## config.mk

```make
export PLATFORM = sky130hd
export DESIGN_NAME = pipe_field
export DESIGN_NICKNAME = d
export VERILOG_FILES = /design/src/rtl/flappy_pkg.sv /design/src/rtl/gap_lfsr.sv /design/src/rtl/pipe_field.sv
export SDC_FILE = /design/constraint.sdc
export NUM_CORES = 1
export LEC_CHECK = 0
export BUFFER_PORTS_ARGS = -buffer_cell sky130_fd_sc_hd__buf_2
export CORE_MARGIN = 4
export CORE_UTILIZATION = 55
export CTS_BUF_LIST = sky130_fd_sc_hd__clkbuf_8
export DETAILED_ROUTE_END_ITERATION = 8
export PLACE_DENSITY = 0.72
export REMOVE_ABC_BUFFERS = 1
export SYNTH_ARGS = -nofsm -noshare
export SYNTH_HDL_FRONTEND = slang
export SYNTH_SLANG_ARGS = --single-unit
```

## constraint.sdc

```tcl
create_clock -name clk -period 10.7 [get_ports clk]
set_input_delay 2.14 -clock clk [delete_from_list [all_inputs] [get_ports clk]]
set_output_delay 2.14 -clock clk [all_outputs]
set_load 0.03 [all_outputs]
```

## src/rtl/flappy_pkg.sv

```systemverilog
`default_nettype none
// ============================================================================
// Module  : flappy_pkg
// Purpose : Shared types and helpers for the flappy game stages.
//           Provides the row-mask type, the pipe-field state encoding,
//           the gap LFSR tap constant and the gap-to-wall mask helper
//           (also used by the LED-matrix display driver).
// Revision: 1.0 - initial release
// ============================================================================
package flappy_pkg;

  localparam int FIELD_ROWS = 16;

  typedef logic [FIELD_ROWS-1:0] row_mask_t;

  typedef enum logic [0:0] {
    RUN  = 1'b0,
    OVER = 1'b1
  } field_state_e;

  // Fibonacci taps for x^8+x^6+x^5+x^4+1 on a left-shifting register:
  // feedback = lfsr[7] ^ lfsr[5] ^ lfsr[4] ^ lfsr[3].
  localparam logic [7:0] LFSR_TAPS = 8'hB8;

  // Solid wall with a gap_h-row hole whose lowest row is base.
  function automatic row_mask_t gap_to_wall(input logic [3:0] base, input int gap_h);
    row_mask_t wall;
    for (int r = 0; r < FIELD_ROWS; r++) begin
      wall[r] = !((r >= int'(base)) && (r < int'(base) + gap_h));
    end
    return wall;
  endfunction

endpackage : flappy_pkg
`default_nettype wire

```

## src/rtl/gap_lfsr.sv

```systemverilog
`default_nettype none
// ============================================================================
// Module  : gap_lfsr
// Purpose : Free-running 8-bit Fibonacci LFSR that picks the gap base row for
//           each new pipe. The raw 4-bit sample is folded so the whole gap
//           always fits inside the field.
// Ports   : clk, reset  - clock and synchronous active-high reset
//           base [3:0]  - folded gap base row for the current clk
//           wall [15:0] - wall mask built from base for the current clk
// Revision: 1.0 - initial release
// ============================================================================
module gap_lfsr
  import flappy_pkg::*;
#(
  parameter int         GAP_H     = 3,
  parameter logic [7:0] LFSR_SEED = 8'hA5
) (
  input  logic        clk,
  input  logic        reset,
  output logic [3:0]  base,
  output logic [15:0] wall
);

  // Highest legal base is the one whose gap ends exactly at the top row.
  localparam int c_FOLD_LIMIT = FIELD_ROWS - GAP_H;
  localparam int c_FOLD_SUB   = FIELD_ROWS + 1 - GAP_H;

  logic [7:0] r_lfsr;
  logic       w_feedback;
  logic [3:0] w_base;

  assign w_feedback = ^(r_lfsr & LFSR_TAPS);

  // Runs every clk regardless of game state so the gap sequence depends on
  // how long the player took, not just on the number of pipes.
  always_ff @(posedge clk) begin
    if (reset) begin
      r_lfsr <= LFSR_SEED;
    end else begin
      r_lfsr <= {r_lfsr[6:0], w_feedback};
    end
  end

  always_comb begin
    w_base = r_lfsr[3:0];
    if (int'(r_lfsr[3:0]) > c_FOLD_LIMIT) begin
      w_base = 4'(int'(r_lfsr[3:0]) - c_FOLD_SUB);
    end
  end

  assign base = w_base;
  assign wall = gap_to_wall(w_base, GAP_H);

endmodule : gap_lfsr
`default_nettype wire

```

## src/rtl/pipe_field.sv

```systemverilog
`default_nettype none
// ============================================================================
// Module  : pipe_field
// Purpose : Scrolling pipe field. Spawns 2-column pipes at the right edge,
//           scrolls them toward the bird column, detects collisions and the
//           bird falling off, keeps the score and serves column data to the
//           display driver.
// Ports   : clk, reset    - clock and synchronous active-high reset
//           scroll_tick   - one-clk pulse, advance the field one column
//           lights [15:0] - bird column from the bird stage (one-hot or zero)
//           disp_col      - display column select
//           disp_rows     - row mask of the selected column (combinational)
//           gameover      - registered, high once the game is over
//           score [7:0]   - pipes passed, saturating at 255
//           pipe_spawn    - one-clk pulse when a pipe's first wall enters
// Revision: 1.0 - initial release
// ============================================================================
module pipe_field
  import flappy_pkg::*;
#(
  parameter int         N_COLS       = 16,
  parameter int         BIRD_COL     = 2,
  parameter int         PIPE_SPACING = 6,
  parameter int         GAP_H        = 3,
  parameter logic [7:0] LFSR_SEED    = 8'hA5
) (
  input  logic                      clk,
  input  logic                      reset,
  input  logic                      scroll_tick,
  input  logic [15:0]               lights,
  input  logic [$clog2(N_COLS)-1:0] disp_col,
  output logic [15:0]               disp_rows,
  output logic                      gameover,
  output logic [7:0]                score,
  output logic                      pipe_spawn
);

  localparam int c_CNT_W = $clog2(PIPE_SPACING);

  row_mask_t          r_col [N_COLS];
  field_state_e       r_state;
  field_state_e       w_state_nxt;
  logic [c_CNT_W-1:0] r_cnt;
  logic [3:0]         r_base;
  logic [7:0]         r_score;
  logic               r_gameover;
  logic               r_pipe_spawn;

  logic               w_hit;
  logic               w_advance;
  logic               w_pass;
  logic [3:0]         w_base;
  row_mask_t          w_wall;
  row_mask_t          w_new_col;
  row_mask_t          w_disp;

  gap_lfsr #(
    .GAP_H     (GAP_H),
    .LFSR_SEED (LFSR_SEED)
  ) u_gap_lfsr (
    .clk   (clk),
    .reset (reset),
    .base  (w_base),
    .wall  (w_wall)
  );

  // ---------------------------------------------------------------- FSM
  always_ff @(posedge clk) begin
    if (reset) begin
      r_state    <= RUN;
      r_gameover <= 1'b0;
    end else begin
      r_state    <= w_state_nxt;
      r_gameover <= (w_state_nxt == OVER);
    end
  end

  // A hit takes priority over a coincident scroll_tick, so the frame the
  // player died on stays on the display untouched.
  always_comb begin
    w_state_nxt = r_state;
    w_advance   = 1'b0;
    w_hit       = ((r_col[BIRD_COL] & lights) != '0) || (lights == '0);
    case (r_state)
      RUN: begin
        if (w_hit) begin
          w_state_nxt = OVER;
        end else if (scroll_tick) begin
          w_advance = 1'b1;
        end
      end
      OVER:    w_state_nxt = OVER;
      default: w_state_nxt = RUN;
    endcase
  end

  // ---------------------------------------------------------------- datapath
  // The first wall column uses the live LFSR gap; the second reuses the base
  // latched at that moment so both columns share one gap.
  always_comb begin
    w_new_col = '0;
    if (r_cnt == '0) begin
      w_new_col = w_wall;
    end else if (r_cnt == c_CNT_W'(1)) begin
      w_new_col = gap_to_wall(r_base, GAP_H);
    end
  end

  // A pipe is passed when its trailing wall is in the bird column and the
  // column behind it is empty, i.e. the wall leaves on this tick.
  assign w_pass = (r_col[BIRD_COL] != '0) && (r_col[BIRD_COL+1] == '0);

  always_ff @(posedge clk) begin
    if (reset) begin
      for (int i = 0; i < N_COLS; i++) begin
        r_col[i] <= '0;
      end
      r_cnt        <= '0;
      r_base       <= '0;
      r_score      <= '0;
      r_pipe_spawn <= 1'b0;
    end else begin
      r_pipe_spawn <= w_advance && (r_cnt == '0);
      if (w_advance) begin
        for (int i = 0; i < N_COLS-1; i++) begin
          r_col[i] <= r_col[i+1];
        end
        r_col[N_COLS-1] <= w_new_col;
        if (r_cnt == c_CNT_W'(PIPE_SPACING-1)) begin
          r_cnt <= '0;
        end else begin
          r_cnt <= r_cnt + c_CNT_W'(1);
        end
        if (r_cnt == '0) begin
          r_base <= w_base;
        end
        if (w_pass && (r_score != 8'hFF)) begin
          r_score <= r_score + 8'd1;
        end
      end
    end
  end

  // ---------------------------------------------------------------- display
  always_comb begin
    w_disp = '0;
    if (int'(disp_col) < N_COLS) begin
      w_disp = r_col[disp_col];
    end
  end

  assign disp_rows  = w_disp;
  assign gameover   = r_gameover;
  assign score      = r_score;
  assign pipe_spawn = r_pipe_spawn;

endmodule : pipe_field
`default_nettype wire

```

==> flow_summary.ini, run 1 <==
[logic_synthesis]
ys_types = 52
synth.area.top_cells = edfxtp_1, mux4_2, and2_1, nor2b_1, dfxtp_1
avgSynthCellArea_sq_um = 14.43
ys_seq_area_share_pct = 61.59
async_reset_ff_share_pct = 0
syn_inst = 921
syn_area_sq_um = 13290
ys_ff_latch = 281
yosysTopAreaCell = edfxtp_1
ys_warn_count = 0
synth-edff-count = 256
synth_top_area_share_pct = 57.83
synthFlopType = edfxtp_1

[critical_path]
crit_path_start_kind = input pin
cp_cell_sequence = buf_4 -> buf_4 -> mux4_2 -> mux4_2 -> buf_2
crit_type = input pin to output pin
r2r_start = r_col[2][6]
end_kind = output pin
crit_path_max_fanout = 40
critical_path_required_ps = 8560
r2r_cells = 5
critPathArrivalTime_ps = 4680
cpMaxStageDelayCell = buf_4
timing.rr.end = r_col[14][15]
crit_path_max_incr_delay_ps = 730
ff2ff_setup_slack_ps = 6590

[clock_tree]
cts_setup_buffers = 0
clkSinkCount = 281
cts_tree = yes
clock_latency_ps = 550
cts_root_buf = clkbuf_8
htree_levels = 2
cts_buffers = 47
path_clk_slew_ps = 50
postCtsHoldBufs = 0
cts_buffer_depth = 3
cts_resized = 0

[global_route]
grt-ovfl-total = 0
track_usage_pct = 20.06
antenna_found_initial = 0
grt_max_degree = 133
grt_pass1_vias = 7698
grt_first_pass_wirelength_mm = 42.33

[timing]
skew_ps = 22.30
drv_slew = 0
slew_headroom_pct = 29.11
fin_crit_sh_pct = 63.77
fin_setup_tns_ps = 0
rsz0062_at_grt = false
hold_slack_ps = 408.3
finalHoldViolations = 0
fmax_mhz = 146.6
setup_viol = 0
tightest_slew_ps = 1061
post-route-min-period_ps = 6823

[status]
status = completed

[power_and_ir_drop]
p_seq_share_pct = 53.9
p_int_mw = 1.835
power_frac_comb_pct = 8.6
ir_worst_vdd_mv = 0.08565
p_per_area_nw_per_um2 = 164.3
p_clk_share_pct = 37.5
sw_frac_of_total_pct = 23.70
p_sw_uw = 569.8
power_leakage_nw = 5.313

[cells_and_area]
area_delta_synth_final_pct = 10.09
n_antenna_cell = 0
ff_latch_area_sq_um = 8188
final_nets = 990
multi_input_area_sq_um = 4792
nFillCells = 1790
mostFrequentLayoutCell = edfxtp_1
layout-drive-gt1-share_pct = 21.06
final_cell_mix = edfxtp_1, and2_1, nor2b_1

[drt]
first_pass_iters = 5
num_vias = 7704
final_antenna_net_count = 0
wl_mm = 25.69
wl_per_cell_um = 19.52
initialDrtViolationCount = 819
post-route-drc-count = 0
via_per_inst = 5.854

[worst_hold_path]
min_from = u_gap_lfsr.r_lfsr[6]
hp-class = flip-flop to flip-flop
whs_path_depth = 1
holdPathEnd = u_gap_lfsr.r_lfsr[7]

[run]
maxCapViolations = 0

[floorplan]
start_util_pct = 56.30
die_area_sq_um = 26720
row_count = 56
core-area_sq_um = 23610
ios = 49
die_h_um = 163.5
die-width_um = 163.5

[place]
io_buffers = 48
hpwl_mm = 15.39
routabilityCongestion = 0.8471
==> cells in the mapped netlist, drive strengths merged, types with 11 or more instances <==
cell type	instances
buf	15
nand2	20
o21ai	27
nor2b	89
dfxtp	25
inv	11
edfxtp	256
and2	163
nand3	15
nor4	15
mux4	80
nor2	25
clkbuf	52
a21oi	29
==> state kept, by name, summed over array words and instances (netlist names) <==
name	count
r_col	256
r_base	4
pipe_spawn	1
r_cnt	3
gameover	1
score	8
u_gap_lfsr.r_lfsr	8
==> metal layers <==
layer | routed length [um] | track usage, %
met1 | 11860 | 30.25
met2 | 11650 | 30.23
met3 | 1695 | 3.886
met4 | 483 | 5.681
met5 | 0 | 0
==> worst max-delay path, delay by kind of cell <==
kind / cells / cell delay, ps
mux: 2 / 1140
buf+inv: 3 / 1360
==> worst max-delay path by stage <==
stage,from,endpoint,slack [ps]
floorplan,lights[1],r_col[0][0],840
global placement,disp_col[0],disp_rows[11],3850
detailed placement,disp_col[0],disp_rows[11],3820
CTS,disp_col[0],disp_rows[11],3810
global route,disp_col[0],disp_rows[11],3680
finish,disp_col[0],disp_rows[11],3880
==> power by group through the flow <==
stage,clock (mW),combinational (mW),sequential (mW)
2_1_floorplan,0,0.143,1.31
3_3_place_gp,0,0.204,1.32
3_5_place_dp,0,0.209,1.32
4_1_cts,0.928,0.209,1.29
5_1_grt,0.987,0.227,1.30
6_report,0.902,0.207,1.30
==> area by class of cell <==
type	instances	area share, %
clock buffers	54	5.078
inverters	11	0.2821
flip-flops and latches	281	55.95
clock inverters	32	1.086
multi-input cells	562	32.74
well taps	319	2.727
repair buffers	57	2.137
==> cells by family (layout without fill, tap and decap cells) <==
kind of cell / after synthesis / count (layout) / share of synthesized area (%)
and+or+nand+nor: 366 / 366 / 16.41
DFF: 281 / 281 / 61.59
AOI/OAI and AO/OA: 96 / 96 / 4.395
muxes: 87 / 87 / 14.13
buffers and inverters: 78 / 154 / 2.419
adders and majority gates: 7 / 7 / 0.6588
xor gates and xnor gates: 6 / 6 / 0.3954
==> per-stage QoR <==
| step | instances | util (%) | total power, mW | setup WS [ps] | instance area [sq um] |
|---|---|---|---|---|---|
| floorplan | 854 | - | 1.457 | 844.4 | 13010 |
| finish | 1316 | 61.98 | 2.404 | 3877 | 14640 |
| CTS | 1316 | 61.98 | 2.433 | 3806 | 14640 |
| global route | 1316 | 61.98 | 2.515 | 3684 | 14640 |
| detailed placement | 1230 | 58.16 | 1.525 | 3816 | 13730 |
| global placement | 1230 | 58.16 | 1.521 | 3848 | 13730 |
(Power assumes the default switching activity.)
==> inputs of run 2 (changes only) <==
- clock period: 10.7 -> 6.3 ns (I/O delays scaled with it)
==> run 2 against run 1 <==
Against the previous run: critical path depth unchanged; wire length increased by 0.21%; via count decreased by 0.32%; clock-buffer cell count decreased by 7; worst setup slack got worse by 2300 ps; utilization increased by 0.33 points; first-iteration DRC count decreased by 3.1%; sequential cell count unchanged; global-route usage decreased by 0.41 points; power increased by 70%; critical endpoint is now disp_rows[14]; largest power group unchanged.
==> flow_summary.ini, run 2 (synthesis gave the netlist of run 1 again) <==
[drt]
wl_mm = 25.74
first_pass_iters = 5
initialDrtViolationCount = 794
wl_per_cell_um = 19.55
post-route-drc-count = 0
num_vias = 7679
via_per_inst = 5.831
final_antenna_net_count = 0

[place]
io_buffers = 48
routabilityCongestion = 0.8801
hpwl_mm = 15.74

[power_and_ir_drop]
p_clk_share_pct = 37.6
power_frac_comb_pct = 8.8
p_int_mw = 3.120
power_mw = 4.097
sw_frac_of_total_pct = 23.85
p_sw_uw = 977.2
ir_worst_vdd_mv = 0.1488
p_per_area_nw_per_um2 = 278.4
p_seq_share_pct = 53.6
power_leakage_nw = 5.331

[critical_path]
crit_path_max_fanout = 37
cpMaxStageDelayCell = buf_4
crit_path_start_kind = input pin
critPathArrivalTime_ps = 3450
crit_path_max_incr_delay_ps = 590
end_kind = output pin
path_delay_family = buffers and inverters
crit_type = input pin to output pin
critical_path_required_ps = 5040
path_buf_inv = 3
cp_cell_sequence = buf_4 -> buf_4 -> mux4_2 -> mux4_2 -> buf_2

[floorplan]
ios = 49
start_util_pct = 56.30
row_count = 56
die_area_sq_um = 26720
die_h_um = 163.5
die-width_um = 163.5
core-area_sq_um = 23610

[global_route]
grt_max_degree = 104
grt_first_pass_wirelength_mm = 41.39
grt-ovfl-total = 0
track_usage_pct = 19.65
antenna_found_initial = 0
grt_pass1_vias = 7649

[timing]
fin_setup_tns_ps = 0
fin_crit_sh_pct = 74.82
tightest_slew_ps = 1269
skew_ps = 15.16
post-route-min-period_ps = 4714
slew_headroom_pct = 14.78
fmax_mhz = 212.1
finalHoldViolations = 0
setup_viol = 0
drv_slew = 0
rsz0062_at_grt = false

[status]
status = completed

[clock_tree]
path_clk_slew_ps = 60
clock_latency_ps = 560
cts_resized = 0
cts_setup_buffers = 0
htree_levels = 2
cts_tree = yes
cts_buffers = 46
cts_buffer_depth = 3
cts_root_buf = clkbuf_8
clkSinkCount = 281
postCtsHoldBufs = 0

[cells_and_area]
area_delta_synth_final_pct = 10.68
final_cell_mix = edfxtp_1, and2_1, nor2b_1
top_register = r_col
n_antenna_cell = 0
mostFrequentLayoutCell = edfxtp_1
layout-drive-gt1-share_pct = 21.24
final_nets = 992
largest_register_ffs = 256

[worst_hold_path]
hp-class = flip-flop to flip-flop

[run]
maxCapViolations = 0
[run 2: cell types whose count changed in the layout (fill, tap and decap cells not counted)]
| cell | previous run | this run |
|---|---|---|
| clkinv_2 | 3 | 7 |
| inv_6 | 1 | 2 |
| clkinvlp_4 | 1 | 0 |
| bufinv_16 | 1 | 3 |
| clkinv_1 | 8 | 12 |
| clkbuf_8 | 54 | 47 |
| buf_4 | 11 | 8 |
| buf_12 | 0 | 6 |
| inv_1 | 29 | 24 |
[run 2: layout make-up]
cell class	instances	area (sq um)
fill	1755	8899
sequential	281	8188
multi-input combinational	562	4792
clock buffer	47	646.9
timing repair buffer	60	410.4
tap	319	399.1
clock inverter	37	236.5
inverter	11	41.29
[run 2: path summary, 6_finish.rpt]
kind	startpoint	end	slack (ps)	cells after the start
setup / recovery	disp_col[0]	disp_rows[14]	1590	5
setup reg to reg	r_col[2][6]	r_col[0][1]	2620	6
hold reg to reg	u_gap_lfsr.r_lfsr[6]	u_gap_lfsr.r_lfsr[7]	410	1
hold / removal	u_gap_lfsr.r_lfsr[6]	u_gap_lfsr.r_lfsr[7]	410	1
[run 2: per-stage QoR]
stage | area (sq um) | util [%] | setup slack, ps | hold slack, ps | cells
2_1_floorplan | 13010 | - | -2676 | 389.5 | 854
3_3_place_gp | 13830 | 58.57 | 1536 | 395.1 | 1233
3_5_place_dp | 13830 | 58.57 | 1509 | 399.6 | 1233
4_1_cts | 14710 | 62.31 | 1515 | 413.5 | 1317
5_1_grt | 14710 | 62.31 | 1422 | 426.3 | 1317
6_report | 14710 | 62.31 | 1586 | 410.8 | 1317
[run 2: worst reg2reg max path: stages (launching register included)]
cell and delay, ps:
edfxtp_1 500, a222oi_1 410, nand2_1 140, or4b_1 890
nor2_4 910, buf_4 500, and2_1 190
[run 2: power groups by stage]
stage          Sequential, mW  Clock, mW  Combinational (mW)
4_1_cts                  2.20       1.58               0.364
3_5_place_dp             2.23          0               0.362
2_1_floorplan            2.23          0               0.242
6_report                 2.20       1.54               0.361
5_1_grt                  2.21       1.67               0.392
3_3_place_gp             2.23          0               0.357
[run 2: layer usage]
| layer | vias up | share of wire, % | GRT usage (%) |
|---|---|---|---|
| li1 | 3558 | - | - |
| met1 | 3855 | 47 | 29.46 |
| met2 | 222 | 45 | 29.43 |
| met3 | 44 | 6.0 | 3.533 |
| met4 | 0 | 2.1 | 6.710 |
| met5 | - | 0 | 0 |
